--- src/rtl/adc_capture_wr_ctrl_if.sv ---
// Capture-memory write port between the ADC capture controller and memory.
// Define ADC_CAP_PARITY_EN to widen write data by one even-parity bit.
interface adc_capture_wr_ctrl_if #(
    parameter int DATA_W = 16,
    parameter int ADDR_W = 14
);
`ifdef ADC_CAP_PARITY_EN
    localparam int WD_W = DATA_W + 1;
`else
    localparam int WD_W = DATA_W;
`endif

    logic              mem_wen;
    logic [ADDR_W-1:0] mem_waddr;
    logic [WD_W-1:0]   mem_wdata;

    modport master (
        output mem_wen,
        output mem_waddr,
        output mem_wdata
    );

    modport slave (
        input mem_wen,
        input mem_waddr,
        input mem_wdata
    );
endinterface

--- src/rtl/adc_capture_wr_ctrl.sv ---
// ADC capture write controller: fills one buffer from address 0, then DONE.
// Optional macro ADC_CAP_PARITY_EN appends an even-parity bit to write data.
module adc_capture_wr_ctrl #(
    parameter int DATA_W  = 16,
    parameter int ADDR_W  = 14,
    parameter int DECIM_W = 4
) (
    input  logic                clk,
    input  logic                rst,
    input  logic                capture_start,
    input  logic                capture_again,
    input  logic                self_test_mode,
    input  logic [DECIM_W-1:0]  decim,
    input  logic [DATA_W-1:0]   adc_data,
    input  logic                adc_valid,
    input  logic                rd_busy,
    adc_capture_wr_ctrl_if.master wr,
    output logic                capture_busy,
    output logic                capture_done,
    output logic                pend_again
);
`ifdef ADC_CAP_PARITY_EN
    localparam int WD_W = DATA_W + 1;
`else
    localparam int WD_W = DATA_W;
`endif

    typedef enum logic [1:0] {
        IDLE,
        ARM_WAIT,
        CAPTURE,
        DONE
    } state_t;

    state_t              state_q, state_d;
    logic                pend_q, pend_d;
    logic                enter_cap;
    logic                accept;
    logic                last;
    logic [ADDR_W-1:0]   waddr_q;
    logic [DECIM_W-1:0]  decim_cnt_q;
    logic [DECIM_W-1:0]  decim_q;
    logic [DATA_W-1:0]   ramp_q;
    logic [DATA_W-1:0]   sel;
    logic [WD_W-1:0]     wd;
    logic                wen_q;
    logic [ADDR_W-1:0]   wa_q;
    logic [WD_W-1:0]     wd_q;

    assign accept = (state_q == CAPTURE) && adc_valid
                    && (decim_cnt_q == '0);
    assign last   = accept && (&waddr_q);
    assign sel    = self_test_mode ? ramp_q : adc_data;

`ifdef ADC_CAP_PARITY_EN
    assign wd = {^sel, sel};
`else
    assign wd = sel;
`endif

    // Next-state logic; DONE requests queue behind rd_busy via ARM_WAIT.
    always_comb begin
        state_d   = state_q;
        pend_d    = pend_q;
        enter_cap = 1'b0;
        unique case (state_q)
            IDLE: begin
                if (capture_start) begin
                    state_d   = CAPTURE;
                    enter_cap = 1'b1;
                end
            end
            ARM_WAIT: begin
                if (!rd_busy) begin
                    state_d   = CAPTURE;
                    enter_cap = 1'b1;
                    pend_d    = 1'b0;
                end
            end
            CAPTURE: begin
                if (last) begin
                    state_d = DONE;
                end
            end
            DONE: begin
                if (capture_start || capture_again) begin
                    if (rd_busy) begin
                        state_d = ARM_WAIT;
                        pend_d  = capture_again;
                    end else begin
                        state_d   = CAPTURE;
                        enter_cap = 1'b1;
                    end
                end
            end
            default: state_d = IDLE;
        endcase
    end

    // State and queued-request registers.
    always_ff @(posedge clk) begin
        if (rst) begin
            state_q <= IDLE;
            pend_q  <= 1'b0;
        end else begin
            state_q <= state_d;
            pend_q  <= pend_d;
        end
    end

    // Address, decimation and ramp counters; cleared on every capture entry.
    always_ff @(posedge clk) begin
        if (rst) begin
            waddr_q     <= '0;
            decim_cnt_q <= '0;
            decim_q     <= '0;
            ramp_q      <= '0;
        end else if (enter_cap) begin
            waddr_q     <= '0;
            decim_cnt_q <= '0;
            decim_q     <= decim;
            ramp_q      <= '0;
        end else if (state_q == CAPTURE && adc_valid) begin
            if (decim_cnt_q == decim_q) begin
                decim_cnt_q <= '0;
            end else begin
                decim_cnt_q <= decim_cnt_q + 1'b1;
            end
            if (accept) begin
                waddr_q <= waddr_q + 1'b1;
                ramp_q  <= ramp_q + 1'b1;
            end
        end
    end

    // One-cycle write stage: accepted sample appears on the bus next cycle.
    always_ff @(posedge clk) begin
        if (rst) begin
            wen_q <= 1'b0;
            wa_q  <= '0;
            wd_q  <= '0;
        end else begin
            wen_q <= accept;
            if (accept) begin
                wa_q <= waddr_q;
                wd_q <= wd;
            end
        end
    end

    assign wr.mem_wen    = wen_q;
    assign wr.mem_waddr  = wa_q;
    assign wr.mem_wdata  = wd_q;
    assign capture_busy  = (state_q == ARM_WAIT) || (state_q == CAPTURE);
    assign capture_done  = (state_q == DONE);
    assign pend_again    = pend_q;
endmodule

--- src/flat_wrapper.sv ---
// flat-port wrapper written by rule: the top's interface ports become plain ports
module adc_capture_wr_ctrl_flat 
#(
    parameter int DATA_W  = 16,
    parameter int ADDR_W  = 14,
    parameter int DECIM_W = 4
)
  (clk, rst, capture_start, capture_again, self_test_mode, decim, adc_data, adc_valid, rd_busy, capture_busy, capture_done, pend_again, wr_mem_wen, wr_mem_waddr, wr_mem_wdata);
  adc_capture_wr_ctrl_if #(.DATA_W(DATA_W), .ADDR_W(ADDR_W)) wr_i ();
  input  logic clk;
  input  logic rst;
  input  logic capture_start;
  input  logic capture_again;
  input  logic self_test_mode;
  input  logic [DECIM_W-1:0] decim;
  input  logic [DATA_W-1:0] adc_data;
  input  logic adc_valid;
  input  logic rd_busy;
  output logic capture_busy;
  output logic capture_done;
  output logic pend_again;
  output wire logic [$bits(wr_i.mem_wen)-1:0] wr_mem_wen;
  output wire logic [$bits(wr_i.mem_waddr)-1:0] wr_mem_waddr;
  output wire logic [$bits(wr_i.mem_wdata)-1:0] wr_mem_wdata;
  assign wr_mem_wen = wr_i.mem_wen;
  assign wr_mem_waddr = wr_i.mem_waddr;
  assign wr_mem_wdata = wr_i.mem_wdata;
  adc_capture_wr_ctrl #(.DATA_W(DATA_W), .ADDR_W(ADDR_W), .DECIM_W(DECIM_W)) u_core (.clk(clk), .rst(rst), .capture_start(capture_start), .capture_again(capture_again), .self_test_mode(self_test_mode), .decim(decim), .adc_data(adc_data), .adc_valid(adc_valid), .rd_busy(rd_busy), .wr(wr_i), .capture_busy(capture_busy), .capture_done(capture_done), .pend_again(pend_again));
endmodule
--- config.mk ---
export PLATFORM = sky130hd
export DESIGN_NAME = adc_capture_wr_ctrl_flat
export DESIGN_NICKNAME = d
export VERILOG_FILES = /design/src/rtl/adc_capture_wr_ctrl_if.sv /design/src/rtl/adc_capture_wr_ctrl.sv /design/src/flat_wrapper.sv
export SDC_FILE = /design/constraint.sdc
export NUM_CORES = 1
export LEC_CHECK = 0
export BUFFER_PORTS_ARGS = -buffer_cell sky130_fd_sc_hd__buf_2
export CAP_MARGIN = 20
export CORE_MARGIN = 3
export CORE_UTILIZATION = 51
export CTS_BUF_LIST = sky130_fd_sc_hd__clkbuf_8
export DETAILED_ROUTE_END_ITERATION = 10
export GPL_ROUTABILITY_DRIVEN = 0
export PLACE_DENSITY = 0.83
export SLEW_MARGIN = 30
export SYNTH_ARGS = -nofsm -noshare
export SYNTH_HDL_FRONTEND = slang
export SYNTH_SLANG_ARGS = --single-unit
--- constraint.sdc ---
create_clock -name clk -period 5.7 [get_ports clk]
set_input_delay 0.57 -clock clk [delete_from_list [all_inputs] [get_ports clk]]
set_output_delay 0.57 -clock clk [all_outputs]
set_load 0.01 [all_outputs]
-- Word level (Yosys, flattened, before mapping)
Index checks and enable logic that the tools add are counted.
Widths: inputs -> output; s select.
- register bits: 72
- output and inout bits: 34
- eq/ne operators: 9
- muxes and demuxes: 16
- add/sub/neg operators: 3
- reduce and logical (&&, ||, !) cells: 13
- operators by type and width (operator ; number):
    $add 16x1->16 const B ; 1
    $mux 16 ; 1
    $add 14x1->14 const B ; 1
    $reduce_and 14->1 ; 1
    $mux 2 ; 5
    $pmux 2 s4 ; 1
    $reduce_and 4->1 ; 2
    $mux 1 ; 6
    $ne 2x2->1 const B ; 3
    $add 4x1->4 const B ; 1
    $eq 2x2->1 const B ; 2
    $eq 4x4->1 ; 1
    $logic_not 4->1 ; 1
    $mux 4 ; 1
    $ne 2x1->1 const B ; 2
    $logic_and 1x1->1 ; 3
    $pmux 1 s3 ; 1
    $eq 2x1->1 const B ; 1
    $logic_not 2->1 ; 1
    $logic_or 1x1->1 ; 2
    $pmux 1 s2 ; 1
    $reduce_and 2->1 ; 1
    $reduce_bool 2->1 ; 1
    $reduce_or 2->1 ; 1

-- Longest topological paths before layout
Gate-level depths: netlist of the first run.
- depth after elaboration: 6
- mapped depth: 8
- mapped depth without buffers: 6

-- Worst setup path before layout of the first run
OpenSTA, ideal clock, no wires.
- path kind: register to register
- from: reg u_core.state_q[0]
- to: reg u_core.state_q[0]
- data required time: 5567 ps
- path slack: 3798 ps
- arrival time: 1770 ps
- stages on the path, launching flop included: 6
- path buffers: 0
- cells stage by stage: dfxtp_1 > ha_1 > nor3b_1 > a2111oi_0 > a21boi_0 > a211oi_2
- elaborated cells between the ends (all ways): 13
- classes of those cells: eq/ne: 7; mux: 1; reduce/logical: 5
- RTL lines (what ; RTL line ; RTL):
    from (decl) ; adc_capture_wr_ctrl.sv:35 ; state_t state_q, state_d;
    from (signal assigned) ; adc_capture_wr_ctrl.sv:106 ; state_q <= state_d;
    $eq 2x2->1 (*) ; - ;
    via capture_done ; flat_wrapper.sv:20 ; output logic capture_done;
    $ne 2x1->1 (no source line) ; - ;
    $reduce_and 4->1 (no source line) ; - ;
Mark *: on every way through the listed nets, which the timed path passes. The rest lies on a longest branch.
A chain may end at the register's enable or synchronous reset.

-- Worst setup path after layout of the first run
- from: reg u_core.state_q[0]
- to: reg u_core.wd_q[13], in the netlist u_core.wr.mem_wdata[13]
- cells in the longest elaborated chain, start to end: 3
- RTL lines (what ; RTL line ; RTL):
    $eq 2x2->1 ; adc_capture_wr_ctrl.sv:50 ; assign accept = (state_q == CAPTURE) && adc_valid
    $logic_and 1x1->1 ; adc_capture_wr_ctrl.sv:50 ;
    $logic_and 1x1->1 ; adc_capture_wr_ctrl.sv:51 ; && (decim_cnt_q == '0);
    to (signal assigned) ; adc_capture_wr_ctrl.sv:146 ; wd_q <= wd;
    to (decl) ; adc_capture_wr_ctrl.sv:48 ; logic [WD_W-1:0] wd_q;
Every way passes these cells.

==> results of run 1 <==
layer usage:
layer	vias up	wire length, um	part of all wire, %
met3	8	349	4.8
met4	0	79	1.1
met5	-	0	0
met2	54	3430	47
met1	1380	3390	47
li1	1471	-	-
final cells by class:
cell class / instances / share of cell area, %
inverter: 11 / 1.07
timing repair buffer: 62 / 8.15
tap: 75 / 2.43
clock buffer: 10 / 3.56
multi-input combinational: 281 / 46.6
sequential: 72 / 37.3
clock inverter: 6 / 0.938
through the flow:
step                setup slack (ns)  hold WS (ns)
floorplan                       3.80         0.445
global placement                3.27         0.446
detailed placement              3.23         0.446
CTS                             3.32         0.457
global route                    3.03         0.477
finish                          3.33         0.454
cells in the mapped netlist, types with 4 or more instances:
master | instances | area (um^2)
nand3_1 | 8 | 40.0
inv_1 | 11 | 41.3
dfxtp_1 | 72 | 1440
xnor2_1 | 11 | 96.3
buf_2 | 6 | 30.0
a211oi_1 | 19 | 143
ha_1 | 8 | 100
mux2i_1 | 16 | 160
a21oi_1 | 34 | 170
nand4_1 | 14 | 87.6
nor2_1 | 43 | 161
and3_1 | 6 | 37.5
nor2b_1 | 4 | 25.0
nand3b_1 | 5 | 37.5
clkbuf_1 | 14 | 52.6
or3_1 | 5 | 31.3
nand2_1 | 43 | 161
o21ai_0 | 13 | 65.1
xor2_1 | 10 | 87.6
o31ai_1 | 4 | 30.0
logic make-up after synthesis:
family | share of synthesized area, %
compound gates | 15.3
xor+xnor | 5.46
fa+ha+maj | 2.97
buf+inv | 4.01
flops | 42.8
mux | 4.76
simple gates | 24.7
registers in the layout, summed over array words and instances (netlist names):
| register | count |
|---|---|
| u_core.waddr_q | 14 |
| u_core.decim_q | 4 |
| u_core.decim_cnt_q | 4 |
| u_core.ramp_q | 16 |
| u_core.wr.mem_wdata | 16 |
| u_core.wr.mem_wen | 1 |
| u_core.state_q | 2 |
| u_core.wr.mem_waddr | 14 |
| u_core.pend_again | 1 |
final timing paths:
kind / startpoint / to / cells past startpoint
worst min register to register: u_core.wr.mem_waddr[13]$_SDFFE_PP0P_ / u_core.wr.mem_waddr[13]$_SDFFE_PP0P_ / 2
worst min-delay path: u_core.wr.mem_waddr[13]$_SDFFE_PP0P_ / u_core.wr.mem_waddr[13]$_SDFFE_PP0P_ / 2
worst max register to register: u_core.state_q[0]$_SDFFE_PP0P_ / u_core.wr.mem_wdata[13]$_SDFFE_PP0P_ / 7
worst max-delay path: u_core.state_q[0]$_SDFFE_PP0P_ / u_core.wr.mem_wdata[13]$_SDFFE_PP0P_ / 7
report_power, final:
part,switching [W],internal [W],total (W)
Combinational,0.000168,0.000102,0.000270
Sequential,0.0000283,0.000540,0.000569
Clock,0.000190,0.000167,0.000357
worst max-delay path: stages (launching register included):
cell and delay, ns:
dfxtp_1 0.34, inv_1 0.08, ha_1 0.44, and4bb_2 0.36
and2_1 0.26, buf_4 0.45, nor2_1 0.08, a211oi_1 0.23
==> impl_metrics.ini, run 1 <==
[run_status]
status = completed

[floorplan]
fp.dieW_um = 87.3
rows = 28
start_util_pct = 54.6
die_area_mm2 = 0.00761
die_height_um = 87.3
io_pins = 61
core_area_mm2 = 0.00617

[drt]
drt_iter0_markers = 162
vias_per_cell = 5.63
wirelength_um = 7250
drc = 0
ant_nets = 0
dr_total_vias = 2913
wl_per_cell_um = 14.0
dr.pass1.iters = 4

[critical_path]
crit_path_start_kind = flip-flop
rrSetupSlack_ns = 3.33
crit_required_ns = 5.95
worst_setup_path_end_kind = flip-flop
arrival_ns = 2.62
cp_max_fo = 45
critPathKind = reg2reg

[clock_network]
clockBufferDepth = 2
clock-root-buffer = clkbuf_8
cts_tree = built
post_cts_resized = 0
insertion_delay_ns = 0.35
path_clk_slew_ns = 0.08
cts_hold_buf = 0
cts_setup_buffers = 0
htreeDepth = 3
cts_sinks = 72
cts_made_buffers = 9

[yosys]
synth_edf_count = 0
synth_flop_cell = dfxtp_1
async_reset_ff_share_pct = 0
syn-num-nets = 420
avgSynthCellArea_um2 = 8.75
yosysWarningCount = 0
yosysUniqueCellTypes = 48
netlist_area_mm2 = 0.00337
syn_inst = 385
synth.yosys.seq_area_share_pct = 42.8
ys_seq_elements = 72

[layout]
instances_no_fill = 517
multi_input_area_mm2 = 0.00180
nets = 472
final_util_pct = 62.7
layout_common_cells = dfxtp_1 (72), buf_2 (60), nor2_1 (43), nand2_1 (43), a21oi_1 (34)
diodes = 0
final_cell_area_mm2 = 0.00387
drive_above_1_share_pct = 20.4
syn_to_final_growth_pct = 14.9
mostFrequentLayoutCell = dfxtp_1
layout.area.seq_mm2 = 0.00144
fill_cells = 541

[place]
dp_cells = 501
dp_hpwl_um = 4980
portBuffers = 60
placed_cell_area_mm2 = 0.00369

[global_route]
met2_usage_pct = 33.4
grt_overflow = 0
met3_usage_pct = 5.96
grt_pass1_wl_um = 12200
grt_use_met1_pct = 24.9
grt_busiest_layer = met2
grt_max_degree = 46
antenna_found_initial = 0
grt_pass1_vias = 2743
grt_util_all_layers_pct = 20.1

[timing]
drv_slew = 0
setup_viol = 0
tightestPinTransition_ns = 0.905
final.setup.tns_ns = 0
timing.slew.headroom_pct = 38.1
skew_ns = 0.00904
rsz0062_at_grt = false
max_freq_mhz = 422
period_needed_ns = 2.37
finalCritPeriodShare_pct = 41.6
finalHoldViolCount = 0

[power_and_ir_drop]
ir_worst_vdd_v = 0.000238
power_w = 0.00120
p_leak_nw = 1.52
power_density_mw_per_mm2 = 309

[job]
maxCapViolations = 0

[min_path]
hp-class = reg2reg
(Power assumes the default switching activity.)
==> run 2, diff against run 1 <==
==> constraint.sdc (replaced) <==
create_clock -name clk -period 2.2 [get_ports clk]
set_input_delay 0.22 -clock clk [delete_from_list [all_inputs] [get_ports clk]]
set_output_delay 0.22 -clock clk [all_outputs]
set_load 0.01 [all_outputs]
==> impl_metrics.ini, run 2 (synthesized netlist as in run 1, its figures left out) <==
[run_status]
status = completed

[layout]
mostFrequentLayoutCell = dfxtp_1
drive_above_1_share_pct = 21.7
instances_no_fill = 523
layout_common_cells = dfxtp_1 (72), buf_2 (60), nor2_1 (43), nand2_1 (43), a21oi_1 (34)
syn_to_final_growth_pct = 17.7
diodes = 0
nets = 478

[global_route]
grt_util_all_layers_pct = 19.8
grt_pass1_vias = 2761
grt_pass1_wl_um = 12300
grt_overflow = 0
antenna_found_initial = 0
grt_max_degree = 25

[drt]
wl_per_cell_um = 13.8
ant_nets = 0
dr.pass1.iters = 6
dr_wl_met2_um = 3450
vias_per_cell = 5.62
wirelength_met1_um = 3360
top_layer = met4
route.met3.wl_um = 358
dr_total_vias = 2941
wirelength_um = 7240
drc = 0
drt_iter0_markers = 146

[clock_network]
cts_hold_buf = 0
post_cts_resized = 0
htreeDepth = 3
cts_tree = built
path_clk_slew_ns = 0.08
cts_made_buffers = 9
clockBufferDepth = 2
insertion_delay_ns = 0.35
cts_sinks = 72
clock-root-buffer = clkbuf_8
cts_setup_buffers = 0

[timing]
tightestPinTransition_ns = 0.592
skew_ns = 0.00862
drv_slew = 0
final.setup.tns_ns = 0
period_needed_ns = 2.05
finalCritPeriodShare_pct = 93.0
max_freq_mhz = 489
timing.slew.headroom_pct = 60.4
finalHoldViolCount = 0
rsz0062_at_grt = false
setup_viol = 0

[power_and_ir_drop]
ir_worst_vdd_v = 0.000499
power_w = 0.00336
power_density_mw_per_mm2 = 848
p_leak_nw = 1.56

[place]
dp_cells = 507
portBuffers = 60
dp_hpwl_um = 5230

[critical_path]
critPathKind = reg2reg
crit_path_start_kind = flip-flop
cp_max_fo = 9
crit_required_ns = 2.44
reg2reg_from = u_core.decim_cnt_q[0]$_SDFFE_PP0P_
arrival_ns = 2.28
crit_start = u_core.decim_cnt_q[0]$_SDFFE_PP0P_
r2r_cells = 6
worst_setup_path_end_kind = flip-flop
rrSetupSlack_ns = 0.15
worstReg2RegEnd = u_core.ramp_q[13]$_SDFFE_PP0P_

[floorplan]
core_area_mm2 = 0.00617
die_area_mm2 = 0.00761
rows = 28
die_height_um = 87.3
io_pins = 61
start_util_pct = 54.6
fp.dieW_um = 87.3

[min_path]
worstHoldPathCells = 3
min_from = decim[3]
min_to = u_core.decim_q[3]$_SDFFE_PP0P_
hp-class = in2reg

[job]
maxCapViolations = 0
run 2: cell types whose count changed in the layout (fill, tap and decap cells not counted), moves of 2 or more:
cell | before | now
clkinv_2 | 3 | 0
bufinv_16 | 0 | 2
clkinvlp_4 | 0 | 2
buf_4 | 2 | 8
run 2: final cells by class:
| cell class | instances | area, um^2 |
|---|---|---|
| fill | 507 | 2200 |
| multi-input combinational | 281 | 1800 |
| sequential | 72 | 1440 |
| timing repair buffer | 68 | 360 |
| clock buffer | 9 | 124 |
| clock inverter | 7 | 96.3 |
| tap | 75 | 93.8 |
| inverter | 11 | 41.3 |
run 2: metal layers:
layer	vias to the layer above	GRT usage, %
met5	-	0
met2	71	33.0
li1	1480	-
met3	9	5.30
met1	1381	24.8
met4	0	6.28
run 2: worst max-delay path by stage:
stage / to / cells after the start
2_1_floorplan: u_core.state_q[0]$_SDFFE_PP0P_ / 5
3_3_place_gp: u_core.state_q[0]$_SDFFE_PP0P_ / 6
3_5_place_dp: u_core.state_q[0]$_SDFFE_PP0P_ / 6
4_1_cts: u_core.state_q[0]$_SDFFE_PP0P_ / 6
5_1_grt: u_core.ramp_q[15]$_SDFFE_PP0P_ / 6
6_report: u_core.ramp_q[13]$_SDFFE_PP0P_ / 6
run 2: power breakdown:
group / internal [W] / leakage, nW / switching, W
Combinational: 0.000294 / 0.867 / 0.000444
Sequential: 0.00140 / 0.583 / 0.0000724
Clock: 0.000640 / 0.107 / 0.000507
Total: 0.00233 / 1.56 / 0.00102
run 2: per-stage QoR:
stage          hold slack [ns]  utilization, %  instance area [um^2]  setup slack [ns]
4_1_cts                  0.139            64.2                  3960            0.0570
3_5_place_dp             0.443            60.6                  3740            0.0683
5_1_grt                  0.153            64.2                  3960            0.0385
6_report                 0.150            64.2                  3960             0.155
2_1_floorplan            0.383               -                  3370             0.298
3_3_place_gp             0.441            60.6                  3740             0.172
run 2: critical path: stages (launching register included):
cell and delay [ns]:
dfxtp_1 0.36, inv_1 0.10, ha_1 0.32, nand4bb_1 0.31, nor4_4 0.48, a311oi_1 0.15
a41o_1 0.22
